[config.mk]
export PLATFORM = sky130hd
export DESIGN_NAME = spi_cmd_slave_ctrl
export DESIGN_NICKNAME = d
export VERILOG_FILES = /design/src/rtl/spi_cmd_slave_ctrl.sv
export SDC_FILE = /design/constraint.sdc
export NUM_CORES = 1
export LEC_CHECK = 0
export BUFFER_PORTS_ARGS = -buffer_cell sky130_fd_sc_hd__buf_2
export CAP_MARGIN = 30
export CORE_MARGIN = 2
export CORE_UTILIZATION = 55
export DETAILED_ROUTE_END_ITERATION = 16
export PLACE_DENSITY = 0.75
export SLEW_MARGIN = 30
export SYNTH_ARGS = -nofsm -noshare
export SYNTH_HDL_FRONTEND = slang
export SYNTH_SLANG_ARGS = --single-unit
[constraint.sdc]
create_clock -name clk -period 2.7 [get_ports clk]
set_input_delay 0 -clock clk [delete_from_list [all_inputs] [get_ports clk]]
set_output_delay 0 -clock clk [all_outputs]
set_load 0.02 [all_outputs]
[src/rtl/spi_cmd_slave_ctrl.sv]
// spi_cmd_slave_ctrl
//   System-bus master for the iCE40UP SB_SPI hard IP running as an SPI slave.
//   Programs SB_SPI once after reset, waits for the host init byte, then
//   decodes 8-byte command frames and drives the board LEDs. Replies go out
//   on MISO as a one-byte-lagged stream: TX_FIRST ahead of byte 0, then the
//   reply computed from byte k ahead of byte k+1 (k = 0..4).
// Ports
//   clk      system clock (24 MHz), all logic on posedge
//   reset    synchronous, active-high
//   sb_stb   SBSTBI strobe, held until sb_ack
//   sb_rw    SBRWI, 1 = write, 0 = read
//   sb_adr   SBADRI[7:0]
//   sb_dati  SBDATI[7:0]
//   sb_dato  SBDATO[7:0]
//   sb_ack   SBACKO
//   led      LED state {B,G,R}, active-high
module spi_cmd_slave_ctrl #(
  parameter logic [7:0]  OP_WR_INVERTED = 8'h02,
  parameter logic [7:0]  OP_WR_LEDS     = 8'h04,
  parameter logic [7:0]  OP_WR_VEC      = 8'h06,
  parameter logic [7:0]  OP_RD_VEC      = 8'h07,
  parameter logic [7:0]  INIT_BYTE      = 8'h11,
  parameter logic [7:0]  TX_FIRST       = 8'h40,
  parameter int unsigned FRAME_LEN      = 8,
  parameter int unsigned TX_MAX         = 6,
  parameter logic [7:0]  ADR_CR0        = 8'h08,
  parameter logic [7:0]  ADR_CR1        = 8'h09,
  parameter logic [7:0]  ADR_CR2        = 8'h0A,
  parameter logic [7:0]  ADR_BR         = 8'h0B,
  parameter logic [7:0]  ADR_CSR        = 8'h0F,
  parameter logic [7:0]  ADR_SR         = 8'h0C,
  parameter logic [7:0]  ADR_TXDR       = 8'h0D,
  parameter logic [7:0]  ADR_RXDR       = 8'h0E
) (
  input  logic       clk,
  input  logic       reset,
  output logic       sb_stb,
  output logic       sb_rw,
  output logic [7:0] sb_adr,
  output logic [7:0] sb_dati,
  input  logic [7:0] sb_dato,
  input  logic       sb_ack,
  output logic [2:0] led
);

  localparam int unsigned RD_W      = $clog2(FRAME_LEN);
  localparam int unsigned TX_W      = $clog2(TX_MAX + 1);
  localparam int unsigned VEC_BYTES = 4;

  typedef enum logic [3:0] {
    CFG_CR0, CFG_CR1, CFG_CR2, CFG_BR, CFG_CSR,
    WAIT_RX, WAIT_TRDY, TRANSMIT, READ_INIT, READ_OP
  } state_t;

  state_t          state;
  logic            initialized;
  logic [RD_W-1:0] rd_cnt;
  logic [TX_W-1:0] tx_cnt;
  logic [3:0]      vec_idx;
  logic [7:0]      vec [16];
  logic [7:0]      opcode;
  logic [2:0]      led_arg;
  logic [7:0]      reply;

  logic            acked;
  logic            vec_slot;
  logic            vec_wr;
  logic            req_rw;
  logic [7:0]      req_adr;
  logic [7:0]      req_dati;

  assign acked    = sb_stb & sb_ack;
  // Payload bytes 1..4 of a frame are the vector bytes.
  assign vec_slot = (rd_cnt != '0) && (rd_cnt <= RD_W'(VEC_BYTES));
  assign vec_wr   = !reset && acked && (state == READ_OP) && vec_slot &&
                    (opcode == OP_WR_VEC);

  // Bus request presented by each state while its access is outstanding.
  always_comb begin
    req_rw   = 1'b0;
    req_adr  = ADR_SR;
    req_dati = '0;
    case (state)
      CFG_CR0:   begin req_rw = 1'b1; req_adr = ADR_CR0; req_dati = 8'h00; end
      CFG_CR1:   begin req_rw = 1'b1; req_adr = ADR_CR1; req_dati = 8'h80; end
      CFG_CR2:   begin req_rw = 1'b1; req_adr = ADR_CR2; req_dati = 8'h01; end
      CFG_BR:    begin req_rw = 1'b1; req_adr = ADR_BR;  req_dati = 8'h00; end
      CFG_CSR:   begin req_rw = 1'b1; req_adr = ADR_CSR; req_dati = 8'h00; end
      WAIT_RX,
      WAIT_TRDY: req_adr = ADR_SR;
      TRANSMIT:  begin
        req_rw   = 1'b1;
        req_adr  = ADR_TXDR;
        req_dati = (tx_cnt == '0) ? TX_FIRST : reply;
      end
      READ_INIT,
      READ_OP:   req_adr = ADR_RXDR;
      default:   ;
    endcase
  end

  // Vector RAM is deliberately left out of reset.
  always_ff @(posedge clk) begin
    if (vec_wr) vec[vec_idx] <= sb_dato;
  end

  always_ff @(posedge clk) begin
    if (reset) begin
      state       <= CFG_CR0;
      sb_stb      <= 1'b0;
      sb_rw       <= 1'b0;
      sb_adr      <= '0;
      sb_dati     <= '0;
      led         <= '0;
      initialized <= 1'b0;
      rd_cnt      <= '0;
      tx_cnt      <= '0;
      vec_idx     <= '0;
    end else begin
      sb_stb <= 1'b0;
      if (!acked) begin
        // Dropping stb on the ack cycle guarantees one idle cycle per access.
        sb_stb  <= 1'b1;
        sb_rw   <= req_rw;
        sb_adr  <= req_adr;
        sb_dati <= req_dati;
      end else begin
        case (state)
          CFG_CR0: state <= CFG_CR1;
          CFG_CR1: state <= CFG_CR2;
          CFG_CR2: state <= CFG_BR;
          CFG_BR:  state <= CFG_CSR;
          CFG_CSR: begin
            state  <= WAIT_RX;
            rd_cnt <= '0;
          end
          WAIT_RX: begin
            if (sb_dato[3]) begin
              if (!initialized)                 state <= READ_INIT;
              else if (tx_cnt < TX_W'(TX_MAX))  state <= WAIT_TRDY;
              else                              state <= READ_OP;
            end
          end
          WAIT_TRDY: begin
            if (sb_dato[4]) state <= TRANSMIT;
          end
          TRANSMIT: begin
            tx_cnt <= tx_cnt + 1'b1;
            state  <= READ_OP;
          end
          READ_INIT: begin
            state <= WAIT_RX;
            if (sb_dato == INIT_BYTE) begin
              initialized <= 1'b1;
              rd_cnt      <= '0;
              tx_cnt      <= '0;
            end
          end
          READ_OP: begin
            state  <= WAIT_RX;
            rd_cnt <= rd_cnt + 1'b1;
            if (rd_cnt == '0) begin
              opcode <= sb_dato;
              reply  <= sb_dato;
            end else begin
              // Only the LED field of byte 1 matters, and only at frame end.
              if (rd_cnt == RD_W'(1)) led_arg <= sb_dato[2:0];
              case (opcode)
                OP_WR_INVERTED: reply <= ~sb_dato;
                OP_WR_LEDS:     reply <= sb_dato;
                OP_WR_VEC: begin
                  if (vec_slot) vec_idx <= vec_idx + 4'd1;
                end
                OP_RD_VEC: begin
                  if (vec_slot) begin
                    reply   <= vec[vec_idx];
                    vec_idx <= vec_idx + 4'd1;
                  end
                end
                default: ;
              endcase
            end
            if (rd_cnt == RD_W'(FRAME_LEN - 1)) begin
              rd_cnt <= '0;
              tx_cnt <= '0;
              if (opcode == OP_WR_LEDS) led <= led_arg;
            end
          end
          default: state <= CFG_CR0;
        endcase
      end
    end
  end

endmodule

== Word-level counts from Yosys, hierarchy flattened ==
Memories as Yosys holds them, arrays and structs flattened. A register that Yosys moved wholly into a read port is not among the register bits.
Cells that the tools add are included.

* Register bits after elaboration: 55
* RAM bits: 128
* Bits of input ports: 11
* Output and inout port bits: 21
* Logic and storage cells: 92
* Memories kept: 1

* $add $sub $neg: 3
* $lt $le $gt $ge: 2
* Equality and inequality tests: 21
* Muxes and demuxes: 22
* Bitwise gates (word level): 4
* Reduce and logical (&&, ||, !) cells: 26

{| class="wikitable"
|+ Memory list
! memory !! words !! bits a word !! read ports !! clocked after Yosys merged registers in !! write ports !! RTL line !! source
|-
| vec || 16 || 8 || 1 || 1 || 1 || 60 || <nowiki>logic [7:0] vec [16];</nowiki>
|}

{| class="wikitable"
|+ Operator list
! cell !! count
|-
| 8-bit case mux with 3 select lines || 2
|-
| 4-bit case mux with 8 select lines || 1
|-
| 8-bit by 3-bit equality test with 1-bit output (second input constant) || 3
|-
| 4-bit two-way mux || 6
|-
| 8-bit two-way mux || 3
|-
| 3-bit case mux with 7 select lines || 1
|-
| 3-bit case mux with 3 select lines || 2
|-
| 4-bit by 3-bit equality test with 1-bit output (second input constant) || 4
|-
| 5-bit AND reduction || 3
|-
| 4-bit AND reduction || 3
|-
| 3-bit two-way mux || 3
|-
| 3-bit AND reduction || 3
|-
| 3-bit nonzero test || 3
|-
| 4-bit by 2-bit equality test with 1-bit output (second input constant) || 2
|-
| 4-bit equality test (second input constant) || 2
|-
| 8-bit by 2-bit equality test with 1-bit output (second input constant) || 1
|-
| 8-bit by 5-bit equality test with 1-bit output (second input constant) || 1
|-
| 8-bit NOT || 1
|-
| 3-bit by 1-bit adder with 3-bit output (second input constant) || 2
|-
| 3-bit logical NOT || 2
|-
| 2-bit inequality test (second input constant) || 3
|-
| 6-bit OR reduction || 1
|-
| 1-bit logical AND || 5
|-
| 4-bit by 1-bit adder with 4-bit output (second input constant) || 1
|-
| 15 further kinds || 20
|}

== Longest topological paths before layout ==
* Depth after elaboration: 7
* Mapped depth: 8

== Least setup slack after synthesis ==
Ideal clock, no wire load.

* Path type: flip-flop to flip-flop
* Start: reg rd_cnt[0]
* End: mem vec[0][0], enable pin
* Data arrival time: 2288 ps
* Data required time: 2317 ps
* Setup slack: 28 ps
* Cell stages (with the launch flop): 8
* Clock period less this slack: 2672 ps
* Cell sequence: dfxtp_1 -> inv_1 -> ha_1 -> ha_1 -> nand2_1 -> nor3_1 -> nand4_1 -> nor3_1

* Cells in the longest elaborated chain, start to end: 6
* Elaborated cells between the ends (all ways): 7
* Classes of those cells: order compare: 1; mux: 2; reduce/logical: 4

{| class="wikitable"
|+ RTL lines
! element !! RTL line !! source
|-
| start, declared || 57 || <nowiki>logic [RD_W-1:0] rd_cnt;</nowiki>
|-
| start signal, assigned || 161 || <nowiki>rd_cnt <= rd_cnt + 1'b1;</nowiki>
|-
| 3-bit <= comparator or 3-bit nonzero test (tied branches) || 74 || <nowiki>assign vec_slot = (rd_cnt != '0) && (rd_cnt <= RD_W'(VEC_BYTES));</nowiki>
|-
| 1-bit logical AND (*) || 74 ||
|-
| 1-bit logical AND (*) (2 in a row) || 75 || <nowiki>assign vec_wr = !reset && acked && (state == READ_OP) && vec_slot &&</nowiki>
|-
| 1-bit two-way mux (*) || 104 || <nowiki>if (vec_wr) vec[vec_idx] <= sb_dato;</nowiki>
|-
| 1-bit two-way mux (not written as such) (*) || 104 ||
|-
| end, declared || 60 ||
|}

Every way passes the cells marked *; elsewhere a longest branch is shown, timed or not.

== Final worst setup path ==
* Start: reg rd_cnt[0]
* End: mem vec[11][7], enable pin

The elaborated chain is that of the path after synthesis.

==> impl_metrics.csv <==
group,metric,value,unit
placement,gp_congestion,0.8373,
timing,fin_crit_sh,0.9142,
route,num_vias,4950,
route,drc,0,
timing,hold_viol_final,0,
placement,dpl_cell_area,8463,µm²
global_route,grt_pass1_wl,26700,µm
route,routed_wl,16860,µm
worst_setup_path,ff2ff_setup_slack,0.23,ns
worst_setup_path,crit_type,"reg2reg",
cts,cts_root_buffer,"clkbuf_16",
floorplan,row_count,43,
finish,syn_to_final_growth,13.80,%
worst_setup_path,r2r_end,"vec[11][7]",
global_route,grt_pass1_vias,5029,
worst_setup_path,cp_top_family,"simple AND/OR/NAND/NOR gates",
finish,n_antenna_cell,0,
worst_setup_path,crit_slowest_cell,"dfxtp_1",
yosys,synth.most_common_cell,"edfxtp_1",
timing,fmax,405.1,MHz
timing,fin_tns_setup,0,ns
timing,slew_headroom,0.4372,
floorplan,die_w,124.3,µm
yosys,synth_edf_count,147,
worst_hold_path,min_from,"sb_dato[6]",
worst_setup_path,cp-start-kind,"flip-flop",
route,drt_iter0_drc,627,
worst_setup_path,reg2reg_depth,9,
floorplan,core,13990,µm²
yosys,synthCells,542,
timing,finalSetupViolCount,0,
timing,fin_skew,0.01109,ns
cts,htreeDepth,4,
yosys,ys_top_cells_by_area,"edfxtp_1, dfxtp_1, mux4_2",
finish,nets,617,
global_route,antenna_found_initial,1,
global_route,grt_max_degree,33,
timing,worst_pin_slew,0.8364,ns
yosys,synthesis.area,7959,µm²
finish,post-route-util,0.6475,
timing,hold_ws,0.02751,ns
timing,rsz0062_at_grt,"false",
yosys,synth_area_leader_cell,"edfxtp_1",
finish,final_area,9057,µm²
placement,numPortBuffers,27,
worst_setup_path,cp_data_required_time,2.84,ns
worst_setup_path,path_buf_inv,3,
worst_setup_path,critPathLaunch,"rd_cnt[0]",
finish,layout-drive-gt1-share,0.2438,
cts,postCtsSetupRepairBufs,0,
status,status,"complete, no violations",
finish,regArea,5135,µm²
floorplan,die_y,124.3,µm
yosys,synth_async_sr_flop_share,0,
cts,clk_path_buf_depth,2,
finish,fill_cells,1005,
power_and_ir_drop,power_density,622.4,nW/µm²
floorplan,start_util,0.5690,
finish,multi_input_area,2609,µm²
worst_setup_path,endpoint_kind,"flip-flop",
worst_setup_path,slowest_delay,0.38,ns
yosys,ys_types,62,
floorplan,io_pins,32,
worst_setup_path,worst-path-stages,9,
power_and_ir_drop,power_leakage,0.002968,µW
route,avgRoutedWirePerCell,21.42,µm
route,viasPerCell,6.290,
yosys,ys_warn_count,0,
worst_setup_path,r2r-start,"rd_cnt[0]",
placement,dpl.hpwl,10850,µm
route,ant_nets,0,
worst_setup_path,cp.arrival,2.61,ns
yosys,yosysSeqAreaShare,0.6452,
worst_setup_path,cp-endpoint,"vec[11][7]",
timing,finalCriticalPeriod,2.468,ns
power_and_ir_drop,ir_worst_vdd,0.6246,mV
cts,cts_sinks,183,
worst_setup_path,cp_cell_sequence,"inv_1 -> ha_1 -> ha_1 -> nand2_1 -> nor3_1 -> buf_4 -> nand4_1 -> nor2_1 -> buf_4",
worst_hold_path,holdPathStages,1,
yosys,yosysTopAreaCellShare,0.5546,
worst_hold_path,hold_class,"in2reg",
yosys,syn_avg_cell_area,14.68,µm²
global_route,track_usage,0.2304,
global_route,globalRoute.totalOverflow,0,
floorplan,dieArea,15450,µm²
cts,clock_latency,0.44,ns
route,drt_pass1_iterations,5,
cts,cts_tree,"done",
cts,clk_pin_slew_worst_paths,0.06,ns
yosys,synth_common_cells,"edfxtp_1, dfxtp_1, nor2_1",
timing,finalMaxSlewViolations,0,
cts,cts_made_buffers,17,
yosys,postSynthRegisterBits,183,
yosys,yosys_most_used_dff,"edfxtp_1",
power_and_ir_drop,finalPower,5638,µW
flow_run,drv_cap,0,
worst_setup_path,cp_max_fo,8,
layout make-up:
type / count / area share
multi-input combinational: 307 / 0.2880
clock inverter: 15 / 0.01699
timing repair buffer: 68 / 0.04918
tap: 180 / 0.02487
sequential: 183 / 0.5669
inverter: 17 / 0.007045
clock buffer: 17 / 0.04697
how the worst min path moves through the flow:
stage,to,slack [ns]
after floorplan,led_arg[0],0.1
after global placement,sb_rw,0.34
after detailed placement,sb_rw,0.36
after CTS,vec[4][6],0.007
after global routing,opcode[6],0.03
final,vec[3][6],0.03
sequential cells by signal (all words and copies together) (netlist names), named ones only:
| signal | cells |
|---|---|
| initialized | 1 |
| rd_cnt | 3 |
| tx_cnt | 3 |
| reply | 8 |
| led | 3 |
| vec | 128 |
| led_arg | 3 |
| sb_rw | 1 |
| sb_dati | 8 |
| sb_adr | 4 |
| sb_stb | 1 |
| vec_idx | 4 |
| state | 4 |
| opcode | 8 |
cells in the final DEF, fill, tap and decap left out, types with 3 or more instances in the layout:
cell type | synthesis | routed
clkinv_4 | 0 | 3
nor3_1 | 13 | 12
a21oi_1 | 24 | 24
a311oi_1 | 8 | 8
nand4b_1 | 4 | 4
edfxtp_1 | 147 | 147
inv_1 | 17 | 17
nand3_1 | 9 | 9
clkinv_2 | 0 | 3
nor2_1 | 33 | 33
buf_2 | 5 | 27
or4_1 | 3 | 3
dfxtp_1 | 36 | 36
mux4_2 | 32 | 32
a211oi_1 | 3 | 3
nand2b_1 | 6 | 6
mux2_2 | 8 | 8
o211ai_1 | 10 | 10
nand2_1 | 22 | 22
mux2_1 | 4 | 4
ha_1 | 12 | 12
and4_1 | 8 | 8
mux2i_1 | 10 | 10
a22o_1 | 5 | 5
buf_4 | 5 | 40
nor3b_1 | 5 | 5
nand4_1 | 11 | 11
nor4_1 | 5 | 5
clkinvlp_4 | 0 | 4
o31ai_1 | 4 | 4
a2111oi_0 | 7 | 7
clkbuf_16 | 0 | 17
conb_1 | 1 | 4
o21ai_0 | 16 | 16
nor2b_1 | 6 | 6
logic make-up after synthesis:
logic type,count (synthesis),synth area share
flops,183,0.6452
simple gates,139,0.1012
compound gates,96,0.08285
buf+inv,55,0.02908
mux,54,0.1201
fa+ha+maj,12,0.01886
xor+xnor,2,0.002201
other cells,1,0.0004712
per-stage QoR:
step,cells,setup WS [ns]
global route,787,0.06590
global placement,754,0.3477
detailed placement,754,0.2724
finish,787,0.2318
CTS,787,0.2587
floorplan,545,0.02849
timing repair:
item | 4_1_cts | 5_1_grt
endpoints found under the hold margin | 10 | 0
resized for setup | 0 | 1
setup endpoints to repair | 0 | 7
hold buffers | 1 | 0
where the power goes:
part           switching (µW)  internal, µW
combinational             124          46.4
sequential               5.26          3050
clock                    1050          1360
routing by layer:
metal,vias up,part of all wire,track usage
met5,-,0,0
met4,0,0.020,0.08526
met3,34,0.070,0.06615
met2,190,0.50,0.3754
met1,2467,0.41,0.2965
li1,2259,-,-
(Power assumes the default switching activity.)
